===== src/rtl/hw_stack.sv =====
// Parameterised LIFO stack with registered pop data, occupancy count and
// sticky overflow/underflow flags. Single clock, synchronous active-high reset.
module hw_stack #(
  parameter int WIDTH = 8,
  parameter int DEPTH = 16
) (
  input  logic                       clk,
  input  logic                       reset,
  input  logic                       push,
  input  logic                       pop,
  input  logic [WIDTH-1:0]           data_in,
  output logic [WIDTH-1:0]           data_out,
  output logic                       full,
  output logic                       empty,
  output logic [$clog2(DEPTH):0]     count,
  output logic                       overflow,
  output logic                       underflow
);

  localparam int PW = $clog2(DEPTH);
  localparam int CW = PW + 1;

  logic [WIDTH-1:0] mem [DEPTH];

  logic [CW-1:0]    count_q, count_d;
  logic [WIDTH-1:0] data_out_q, data_out_d;
  logic             full_q, full_d;
  logic             empty_q, empty_d;
  logic             overflow_q, overflow_d;
  logic             underflow_q, underflow_d;

  logic             mem_we;
  logic [PW-1:0]    mem_waddr;
  logic [PW-1:0]    top_idx;

  always_comb begin
    // NOTE: every output of this block gets a default first so no latch is inferred.
    count_d     = count_q;
    data_out_d  = data_out_q;
    overflow_d  = overflow_q;
    underflow_d = underflow_q;
    mem_we      = 1'b0;
    mem_waddr   = count_q[PW-1:0];
    top_idx     = count_q[PW-1:0] - PW'(1);

    unique case ({push, pop})
      2'b10: begin
        if (full_q) begin
          overflow_d = 1'b1;
        end else begin
          mem_we  = 1'b1;
          count_d = count_q + CW'(1);
        end
      end
      2'b01: begin
        if (empty_q) begin
          underflow_d = 1'b1;
        end else begin
          data_out_d = mem[top_idx];
          count_d    = count_q - CW'(1);
        end
      end
      2'b11: begin
        // Simultaneous push/pop swaps the top word; on an empty stack it passes through.
        if (empty_q) begin
          data_out_d = data_in;
        end else begin
          data_out_d = mem[top_idx];
          mem_we     = 1'b1;
          mem_waddr  = top_idx;
        end
      end
      default: ;
    endcase

    full_d  = (count_d == CW'(DEPTH));
    empty_d = (count_d == '0);
  end

  always_ff @(posedge clk) begin
    // NOTE: sequential state uses non-blocking assignments so all flops update together.
    if (reset) begin
      count_q     <= '0;
      data_out_q  <= '0;
      full_q      <= 1'b0;
      empty_q     <= 1'b1;
      overflow_q  <= 1'b0;
      underflow_q <= 1'b0;
    end else begin
      count_q     <= count_d;
      data_out_q  <= data_out_d;
      full_q      <= full_d;
      empty_q     <= empty_d;
      overflow_q  <= overflow_d;
      underflow_q <= underflow_d;
    end
  end

  // NOTE: storage is not reset; entries above count are never read before being written.
  always_ff @(posedge clk) begin
    if (mem_we && !reset) begin
      mem[mem_waddr] <= data_in;
    end
  end

  assign data_out  = data_out_q;
  assign full      = full_q;
  assign empty     = empty_q;
  assign count     = count_q;
  assign overflow  = overflow_q;
  assign underflow = underflow_q;

endmodule


===== config.mk =====
export PLATFORM = sky130hd
export DESIGN_NAME = hw_stack
export DESIGN_NICKNAME = d
export VERILOG_FILES = /design/src/rtl/hw_stack.sv
export SDC_FILE = /design/constraint.sdc
export NUM_CORES = 1
export LEC_CHECK = 0
export CELL_PAD_IN_SITES_DETAIL_PLACEMENT = 1
export CELL_PAD_IN_SITES_GLOBAL_PLACEMENT = 1
export CORE_UTILIZATION = 50
export DETAILED_ROUTE_END_ITERATION = 10
export DONT_BUFFER_PORTS = 1
export PLACE_DENSITY = 0.74
export SYNTH_ARGS = -nofsm -noshare
export SYNTH_HDL_FRONTEND = slang
export SYNTH_SLANG_ARGS = --single-unit

===== constraint.sdc =====
create_clock -name clk -period 3.7 [get_ports clk]
set_input_delay 0.37 -clock clk [delete_from_list [all_inputs] [get_ports clk]]
set_output_delay 0.37 -clock clk [all_outputs]
set_load 0.1 [all_outputs]

==> results of run 1 <==
## where the power goes
group	switching (µW)	internal [µW]	leakage, µW
logic	221	142	0.000708
registers	108	1810	0.00129
clock network	650	989	0.000272
## cells in the mapped netlist (5+ instances only)
master	count
edfxtp_1	128
inv_1	24
nor2_1	20
a21oi_1	19
dfxtp_1	17
mux4_2	17
o22ai_1	16
mux4_1	15
o21a_1	8
a211oi_1	7
buf_2	7
nand2_1	7
nor3_1	6
o21ai_0	6
a31oi_1	5
buf_6	5
ha_1	5
## path summary, 6_finish.rpt
kind | from | endpoint | slack [ns] | depth (start not counted)
setup / recovery | count[0] | mem[5][2] | 0.80 | 6
hold reg to reg | data_out[1] | data_out[1] | 0.63 | 2
hold / removal | reset | overflow | 0.03 | 1
setup reg to reg | count[0] | mem[5][2] | 0.80 | 6
## stage by stage
stage,total power [µW],worst slack (ns),util,area [µm²]
finish,3920,0.799,0.577,7010
global route,4030,0.558,0.577,7010
global placement,2300,0.745,0.530,6450
floorplan,2240,0.247,-,6290
CTS,3950,0.784,0.577,7010
detailed placement,2310,0.668,0.530,6450
## state kept, by name, indices dropped and copies added (netlist names)
register and count:
count 5, data_out 8, empty 1, full 1, mem 128, overflow 1, underflow 1
## critical path, cell delays in order (launching register included)
cell and delay [ns]:
dfxtp_4 0.54, inv_1 0.16, ha_1 0.60, inv_1 0.18, nor3_1 0.22, o21bai_1 0.19, nor2_1 0.63
## cell type report
cell class,instances,area [µm²]
fillers,1096,5150
flip-flops and latches,145,4190
multi-input cells,188,1850
clock buffers,18,429
well taps,168,210
clock inverters,13,136
repair buffers,14,105
inverters,24,90.1
## logic make-up (layout without fill, tap and decap cells)
| logic type | after synthesis | count (layout) |
|---|---|---|
| DFF | 145 | 145 |
| muxes | 35 | 35 |
| buffers and inverters | 45 | 69 |
| AOI/OAI and AO/OA | 77 | 77 |
| adders and majority gates | 5 | 5 |
| xor gates and xnor gates | 3 | 3 |
| and+or+nand+nor | 68 | 68 |
## layer usage
| metal | track usage | vias up | part of all wire |
|---|---|---|---|
| met3 | 0.0688 | 17 | 0.053 |
| met4 | 0.0926 | 0 | 0.018 |
| met1 | 0.326 | 1772 | 0.43 |
| met2 | 0.381 | 87 | 0.50 |
| met5 | 0 | - | 0 |
| li1 | - | 1541 | - |
==> flow_summary.json, run 1 <==
{
  "gr-total-overflow": 0,
  "required_ns": 3.74,
  "max_freq_mhz": 345,
  "pwr_density_cell_nw_per_um2": 558,
  "netlist_area_um2": 6290,
  "grt_pass1_vias": 3579,
  "synth-edff-count": 128,
  "synthAdderAreaFrac": 0.00994,
  "layout-drive-gt1-share": 0.199,
  "detail-route-antenna-nets": 0,
  "fin_setup_tns_ns": 0,
  "postCtsResizedCells": 0,
  "end_kind": "flop",
  "final_hold_viol_count": 0,
  "numClockSinks": 145,
  "initial_core_util": 0.517,
  "clk_pin_slew_ns": 0.06,
  "place.port_buffers": 0,
  "ir_worst_vdd_mv": 0.438,
  "synth.area.top_cells": "edfxtp_1, mux4_1, mux4_2, dfxtp_1, o22ai_1",
  "setup_violations": 0,
  "synth_ff_type": "edfxtp_1",
  "core_um2": 12200,
  "antenna_found_initial": 0,
  "cts_hold_buffers": 0,
  "worstPathMaxFanout": 11,
  "ioPinCount": 29,
  "fin_nets": 407,
  "std_cell_rows": 40,
  "syn_inst": 378,
  "yosysWarnings": 0,
  "clk_latency_ns": 0.42,
  "cts-root-buf": "clkbuf_16",
  "yosys.area.top_type": "edfxtp_1",
  "synthSimpleGateAreaFrac": 0.0664,
  "drv_slew": 0,
  "grt_first_pass_wirelength_um": 21900,
  "grtUsageTotal": 0.243,
  "leakage_uw": 0.00227,
  "min_period_over_period": 0.784,
  "die-area_um2": 13000,
  "final_common_cell": "edfxtp_1",
  "mostFrequentLayoutCells": "edfxtp_1, inv_1, nor2_1",
  "start_kind": "flop",
  "synth_top_family_by_area": "multiplexers",
  "cts_tree": "yes",
  "path_class": "reg -> reg",
  "wl_per_cell_um": 25.1,
  "viasPerCell": 5.99,
  "synthXorXnorAreaFrac": 0.00418,
  "drc_errors": 0,
  "synth_top_area_frac": 0.611,
  "synth-seq-cells": 145,
  "syn_nets": 395,
  "clk_path_buf_depth": 2,
  "rsz0062_at_grt": "false",
  "vias": 3417,
  "fin_cells": 570,
  "drt_iter0_drc": 263,
  "synth-compound-area-share": 0.0855,
  "cp.arrival_ns": 2.94,
  "hold_path_class": "in -> reg",
  "max_cap_viol_count": 0,
  "dieWidth_um": 114,
  "cts_inserted_buffers": 17,
  "period_minus_slack_ns": 2.90,
  "wirelength_um": 14300,
  "skew_ns": 0.00870,
  "whs_ns": 0.0262,
  "synthArstFlopShare": 0,
  "postCtsSetupBuffers": 0,
  "grt_max_degree": 49,
  "dp.cells": 539,
  "place_congestion": 0.771,
  "antenna_cells_inserted": 0,
  "place_hpwl_um": 9110,
  "firstDrtPassIters": 4,
  "synthMuxAreaShare": 0.128,
  "status": "finished, final reports clean",
  "syn_area_per_cell_um2": 16.6,
  "die-height_um": 114,
  "max_slew.worst_pin.slew_ns": 1.07,
  "synthDistinctLibCells": 59,
  "relSlewSlack": 0.283,
  "synthToLayoutAreaGrowth_pct": 11.5,
  "synth_seq_area_share": 0.665,
  "cts_max_level": 4
}
(Power assumes the default switching activity.)
==> inputs of run 2 (changes only) <==
--- a/config.mk
+++ b/config.mk
@@ -7,10 +7,10 @@
 export LEC_CHECK = 0
 export CELL_PAD_IN_SITES_DETAIL_PLACEMENT = 1
 export CELL_PAD_IN_SITES_GLOBAL_PLACEMENT = 1
-export CORE_UTILIZATION = 50
+export CORE_UTILIZATION = 49
 export DETAILED_ROUTE_END_ITERATION = 10
 export DONT_BUFFER_PORTS = 1
-export PLACE_DENSITY = 0.74
+export PLACE_DENSITY = 0.75
 export SYNTH_ARGS = -nofsm -noshare
 export SYNTH_HDL_FRONTEND = slang
 export SYNTH_SLANG_ARGS = --single-unit
==> constraint.sdc (replaced) <==
create_clock -name clk -period 2.35 [get_ports clk]
set_input_delay 0.235 -clock clk [delete_from_list [all_inputs] [get_ports clk]]
set_output_delay 0.235 -clock clk [all_outputs]
set_load 0.1 [all_outputs]
==> run 2 against run 1 <==
Effect of this change: first-iteration DRC count increased by 4.2%; clock power increased by 62%; global-route usage increased by 1.8 points; routed wire length increased by 11%; utilization increased by 1.6 points; combinational power increased by 140%; die area increased by 2.0%; critical endpoint is now mem[12][4]; highest routed layer unchanged.
==> flow_summary.json, run 2 (same netlist as run 1, synthesis figures left out) <==
{
  "std_cell_rows": 41,
  "reg2reg_from": "count[1]",
  "dieWidth_um": 115,
  "max_stage_delay_ns": 0.39,
  "grt_pass1_vias": 3734,
  "min_period_over_period": 0.899,
  "cp.arrival_ns": 2.20,
  "wirelength_um": 15800,
  "setup_violations": 0,
  "detail-route-antenna-nets": 0,
  "grt_first_pass_wirelength_um": 23700,
  "min_to": "data_out[4]",
  "seq_area_um2": 4200,
  "power_uw": 6400,
  "numClockSinks": 145,
  "hold_path_class": "in -> reg",
  "period_minus_slack_ns": 2.11,
  "vias": 3577,
  "r2r.worst_path.cells": 6,
  "clk_pin_slew_ns": 0.06,
  "rsz0062_at_grt": "false",
  "multiInputGateArea_um2": 2070,
  "end_kind": "flop",
  "pwr_density_cell_nw_per_um2": 859,
  "drt_iter0_drc": 274,
  "required_ns": 2.43,
  "die-height_um": 115,
  "clk_path_buf_depth": 2,
  "ir_worst_vdd_mv": 0.531,
  "worstPathMaxFanout": 33,
  "place.port_buffers": 0,
  "drv_slew": 0,
  "postCtsSetupBuffers": 0,
  "fin_setup_tns_ns": 0,
  "final_hold_viol_count": 0,
  "gr-total-overflow": 0,
  "layout-drive-gt1-share": 0.281,
  "clk_latency_ns": 0.42,
  "mostFrequentLayoutCells": "edfxtp_1, buf_4, inv_1",
  "final_common_cell": "edfxtp_1",
  "max_slew.worst_pin.slew_ns": 0.895,
  "cts-root-buf": "clkbuf_16",
  "core_um2": 12600,
  "hold_start": "data_in[4]",
  "cts_tree": "yes",
  "start_kind": "flop",
  "max_cap_viol_count": 0,
  "r2r_slack_ns": 0.24,
  "die-area_um2": 13300,
  "antenna_found_initial": 0,
  "grtUsageTotal": 0.261,
  "cp_cell_sequence": "inv_1, ha_4, buf_12, a31oi_1, or2_4, nor2_4",
  "largest_register_ff_count": 128,
  "nFillCells": 1099,
  "path_class": "reg -> reg",
  "initial_core_util": 0.501,
  "skew_ns": 0.00786,
  "cp_slowest_cell": "dfxtp_4",
  "holdPathStages": 2,
  "synthToLayoutAreaGrowth_pct": 18.4,
  "max_freq_mhz": 474,
  "cts_max_level": 4,
  "firstDrtPassIters": 4,
  "relSlewSlack": 0.401,
  "fin_nets": 428,
  "viasPerCell": 5.98,
  "largest_register": "mem",
  "wl_per_cell_um": 26.5,
  "place_hpwl_um": 9350,
  "leakage_uw": 0.00243,
  "r2r-end": "mem[12][4]",
  "status": "finished, final reports clean",
  "ioPinCount": 29,
  "cts_inserted_buffers": 17,
  "drc_errors": 0,
  "grt_max_degree": 34,
  "place_congestion": 0.822
}
run 2: how the worst max path moves through the flow:
stage	start	end	slack, ns	cells past startpoint
final	count[1]	mem[12][4]	0.24	6
after global routing	count[1]	mem[0][2]	0.16	6
after CTS	count[1]	data_out[1]	0.24	8
after detailed placement	push	mem[3][4]	0.25	7
after global placement	push	mem[3][2]	0.26	7
after floorplan	count[0]	mem[12][0]	0.005	9
run 2: final cells by class:
class                   count  area share
well taps                 172      0.0289
clock buffers              19      0.0581
diodes                      2    0.000672
flip-flops and latches    145       0.563
inverters                  24      0.0124
multi-input cells         188       0.277
repair buffers             35      0.0400
clock inverters            13      0.0193
run 2: routing by layer:
layer	vias up	part of all wire	global-route usage
met5	-	0	0
met4	0	0.024	0.104
met3	26	0.050	0.0648
met2	111	0.50	0.430
met1	1858	0.43	0.333
li1	1582	-	-
run 2: repair_timing:
| item | 4_1_cts | 5_1_grt |
|---|---|---|
| hold buffers | 9 | 0 |
| endpoints found under the hold margin | 144 | 0 |
| setup endpoints to repair | 0 | 0 |
| gates resized for setup | 0 | 0 |
run 2: worst max-delay path, delay by kind of cell (launching register included):
| family | cells | cell delay [ns] |
|---|---|---|
| AOI/OAI and AO/OA | 1 | 0.12 |
| adders and majority gates | 1 | 0.30 |
| buffers and inverters | 2 | 0.32 |
| DFF | 1 | 0.39 |
| and+or+nand+nor | 2 | 0.64 |
run 2: power breakdown:
part	total (µW)	leakage [µW]	switching (µW)	internal (µW)
clock	2660	0.000275	1020	1650
combinational	870	0.000861	588	282
sequential	2860	0.00129	19.1	2840
total	6400	0.00243	1620	4770
run 2: metrics by stage:
stage | std cells | setup WS (ns) | utilization | cell area [µm²] | hold slack (ns)
after floorplan | 378 | 0.00535 | - | 6560 | 0.315
after global placement | 555 | 0.265 | 0.539 | 6780 | 0.306
after CTS | 596 | 0.236 | 0.592 | 7440 | 0.00845
after detailed placement | 555 | 0.246 | 0.539 | 6780 | 0.306
after global routing | 596 | 0.155 | 0.592 | 7440 | 0.00880
final | 598 | 0.238 | 0.593 | 7450 | 0.0174
==> inputs of run 3 (changes only) <==
--- a/config.mk
+++ b/config.mk
@@ -10,6 +10,7 @@
 export CORE_UTILIZATION = 49
 export DETAILED_ROUTE_END_ITERATION = 10
 export DONT_BUFFER_PORTS = 1
+export HOLD_SLACK_MARGIN = 0.1
 export PLACE_DENSITY = 0.75
 export SYNTH_ARGS = -nofsm -noshare
 export SYNTH_HDL_FRONTEND = slang
==> run 3 against run 2 <==
Effect of this change: sequential power about the same; design area up 0.20%; sequential share of layout area down 0.11 points; first-iteration DRC count down 3.6%; die area unchanged; count of clock-buffer cells in the layout unchanged; non-clock buffer count up 1; fmax down 0.90%.
==> flow_summary.json, run 3 (same netlist as run 1, synthesis figures left out) <==
{
  "largest_register": "mem",
  "power_frac_seq": 0.447,
  "end_kind": "flop",
  "final_hold_viol_count": 0,
  "fin_setup_tns_ns": 0,
  "core_um2": 12600,
  "drc_errors": 0,
  "min_period_over_period": 0.907,
  "rsz0062_at_grt": "false",
  "relSlewSlack": 0.413,
  "whs_ns": 0.276,
  "cts_max_level": 4,
  "final_common_cell": "edfxtp_1",
  "max_slew.worst_pin.slew_ns": 0.877,
  "place.port_buffers": 0,
  "dp.cells": 555,
  "leakage_uw": 0.00244,
  "p_int_uw": 4780,
  "hold_path_class": "in -> reg",
  "ioPinCount": 29,
  "skew_ns": 0.00668,
  "status": "finished, final reports clean",
  "firstDrtPassIters": 4,
  "r2r.worst_path.cells": 6,
  "std_cell_rows": 41,
  "synthToLayoutAreaGrowth_pct": 18.7,
  "cpLargestDelayFamily": "simple AND/OR/NAND/NOR gates",
  "numClockSinks": 145,
  "max_freq_mhz": 469,
  "initial_core_util": 0.501,
  "vias": 3576,
  "hold_start": "reset",
  "ir_worst_vdd_mv": 0.532,
  "place_hpwl_um": 9350,
  "place_congestion": 0.822,
  "gr-total-overflow": 0,
  "cts_inserted_buffers": 17,
  "pwr_density_cell_nw_per_um2": 857,
  "path_buf_inv": 2,
  "r2r-end": "mem[12][2]",
  "drv_slew": 0,
  "dieWidth_um": 115,
  "max_cap_viol_count": 0,
  "required_ns": 2.44,
  "wl_per_cell_um": 26.0,
  "holdPathStages": 2,
  "die-height_um": 115,
  "cts_tree": "yes",
  "die-area_um2": 13300,
  "layout-drive-gt1-share": 0.282,
  "cts-root-buf": "clkbuf_16",
  "netSwitchingFraction": 0.254,
  "r2r_slack_ns": 0.22,
  "worstPathMaxFanout": 33,
  "fin_cells": 597,
  "mostFrequentLayoutCells": "edfxtp_1, buf_4, inv_1",
  "grtUsageTotal": 0.256,
  "wirelength_um": 15500,
  "grt_max_degree": 34,
  "postCtsSetupBuffers": 0,
  "final_area_um2": 7460,
  "reg2reg_from": "count[1]",
  "fin_nets": 429,
  "detail-route-antenna-nets": 0,
  "period_minus_slack_ns": 2.13,
  "cp_slowest_cell": "dfxtp_4",
  "drt_iter0_drc": 264,
  "power_frac_comb": 0.138,
  "start_kind": "flop",
  "grt_first_pass_wirelength_um": 23400,
  "viasPerCell": 5.99,
  "cp.arrival_ns": 2.22,
  "max_stage_delay_ns": 0.39,
  "clock_power_share": 0.415,
  "min_to": "mem[8][3]",
  "cp_cell_sequence": "inv_1, ha_4, buf_12, a31oi_1, or2_4, nor2_4",
  "clk_pin_slew_ns": 0.06,
  "setup_violations": 0,
  "path_class": "reg -> reg",
  "switchingPower_uw": 1620,
  "antenna_cells_inserted": 0,
  "antenna_found_initial": 0,
  "placed_area_um2": 6780,
  "clk_latency_ns": 0.42,
  "clk_path_buf_depth": 2,
  "startpoint": "count[1]",
  "grt_pass1_vias": 3741,
  "largest_register_ff_count": 128
}
==> run 3: metrics by stage <==
stage	util	total power, µW	setup WS, ns
after global placement	0.539	3710	0.265
after floorplan	-	3580	0.00535
after detailed placement	0.539	3720	0.246
after global routing	0.594	6580	0.161
final	0.594	6400	0.219
after CTS	0.594	6430	0.241
==> run 3: worst reg2reg max path: stages (launching register included) <==
cell and delay [ns]:
dfxtp_4 0.39, inv_1 0.10, ha_4 0.30, buf_12 0.22, a31oi_1 0.13, or2_4 0.34
nor2_4 0.31
==> run 3: layout make-up <==
cell class | instances | area [µm²]
clock inverter | 13 | 144
inverter | 24 | 92.6
sequential | 145 | 4200
tap | 172 | 215
clock buffer | 19 | 433
multi-input combinational | 188 | 2070
fill | 1099 | 5100
timing repair buffer | 36 | 318
==> run 3: timing repair <==
item / 4_1_cts / 5_1_grt
resized for setup: 0 / 0
endpoints found under the setup margin: 0 / 0
hold buffers: 10 / 0
hold endpoints to repair: 177 / 0
==> run 3: worst max path at each step <==
stage	endpoint	slack [ns]	cells past startpoint
finish	mem[12][2]	0.22	6
CTS	mem[7][4]	0.24	6
detailed placement	mem[3][4]	0.25	7
global placement	mem[3][2]	0.26	7
floorplan	mem[12][0]	0.005	9
global route	mem[12][6]	0.16	6
==> run 3: per-layer routing <==
metal	routed length [µm]	vias to the layer above	global-route usage
met1	6470	1851	0.340
li1	-	1577	-
met4	492	0	0.106
met3	893	31	0.0590
met2	7660	117	0.410
met5	0	-	0
==> run 3: power groups by stage <==
| stage | clock network, µW | registers, µW | logic, µW |
|---|---|---|---|
| final | 2660 | 2860 | 880 |
| after detailed placement | 0 | 2920 | 804 |
| after CTS | 2690 | 2860 | 884 |
| after global placement | 0 | 2910 | 795 |
| after floorplan | 0 | 3110 | 470 |
| after global routing | 2790 | 2870 | 931 |
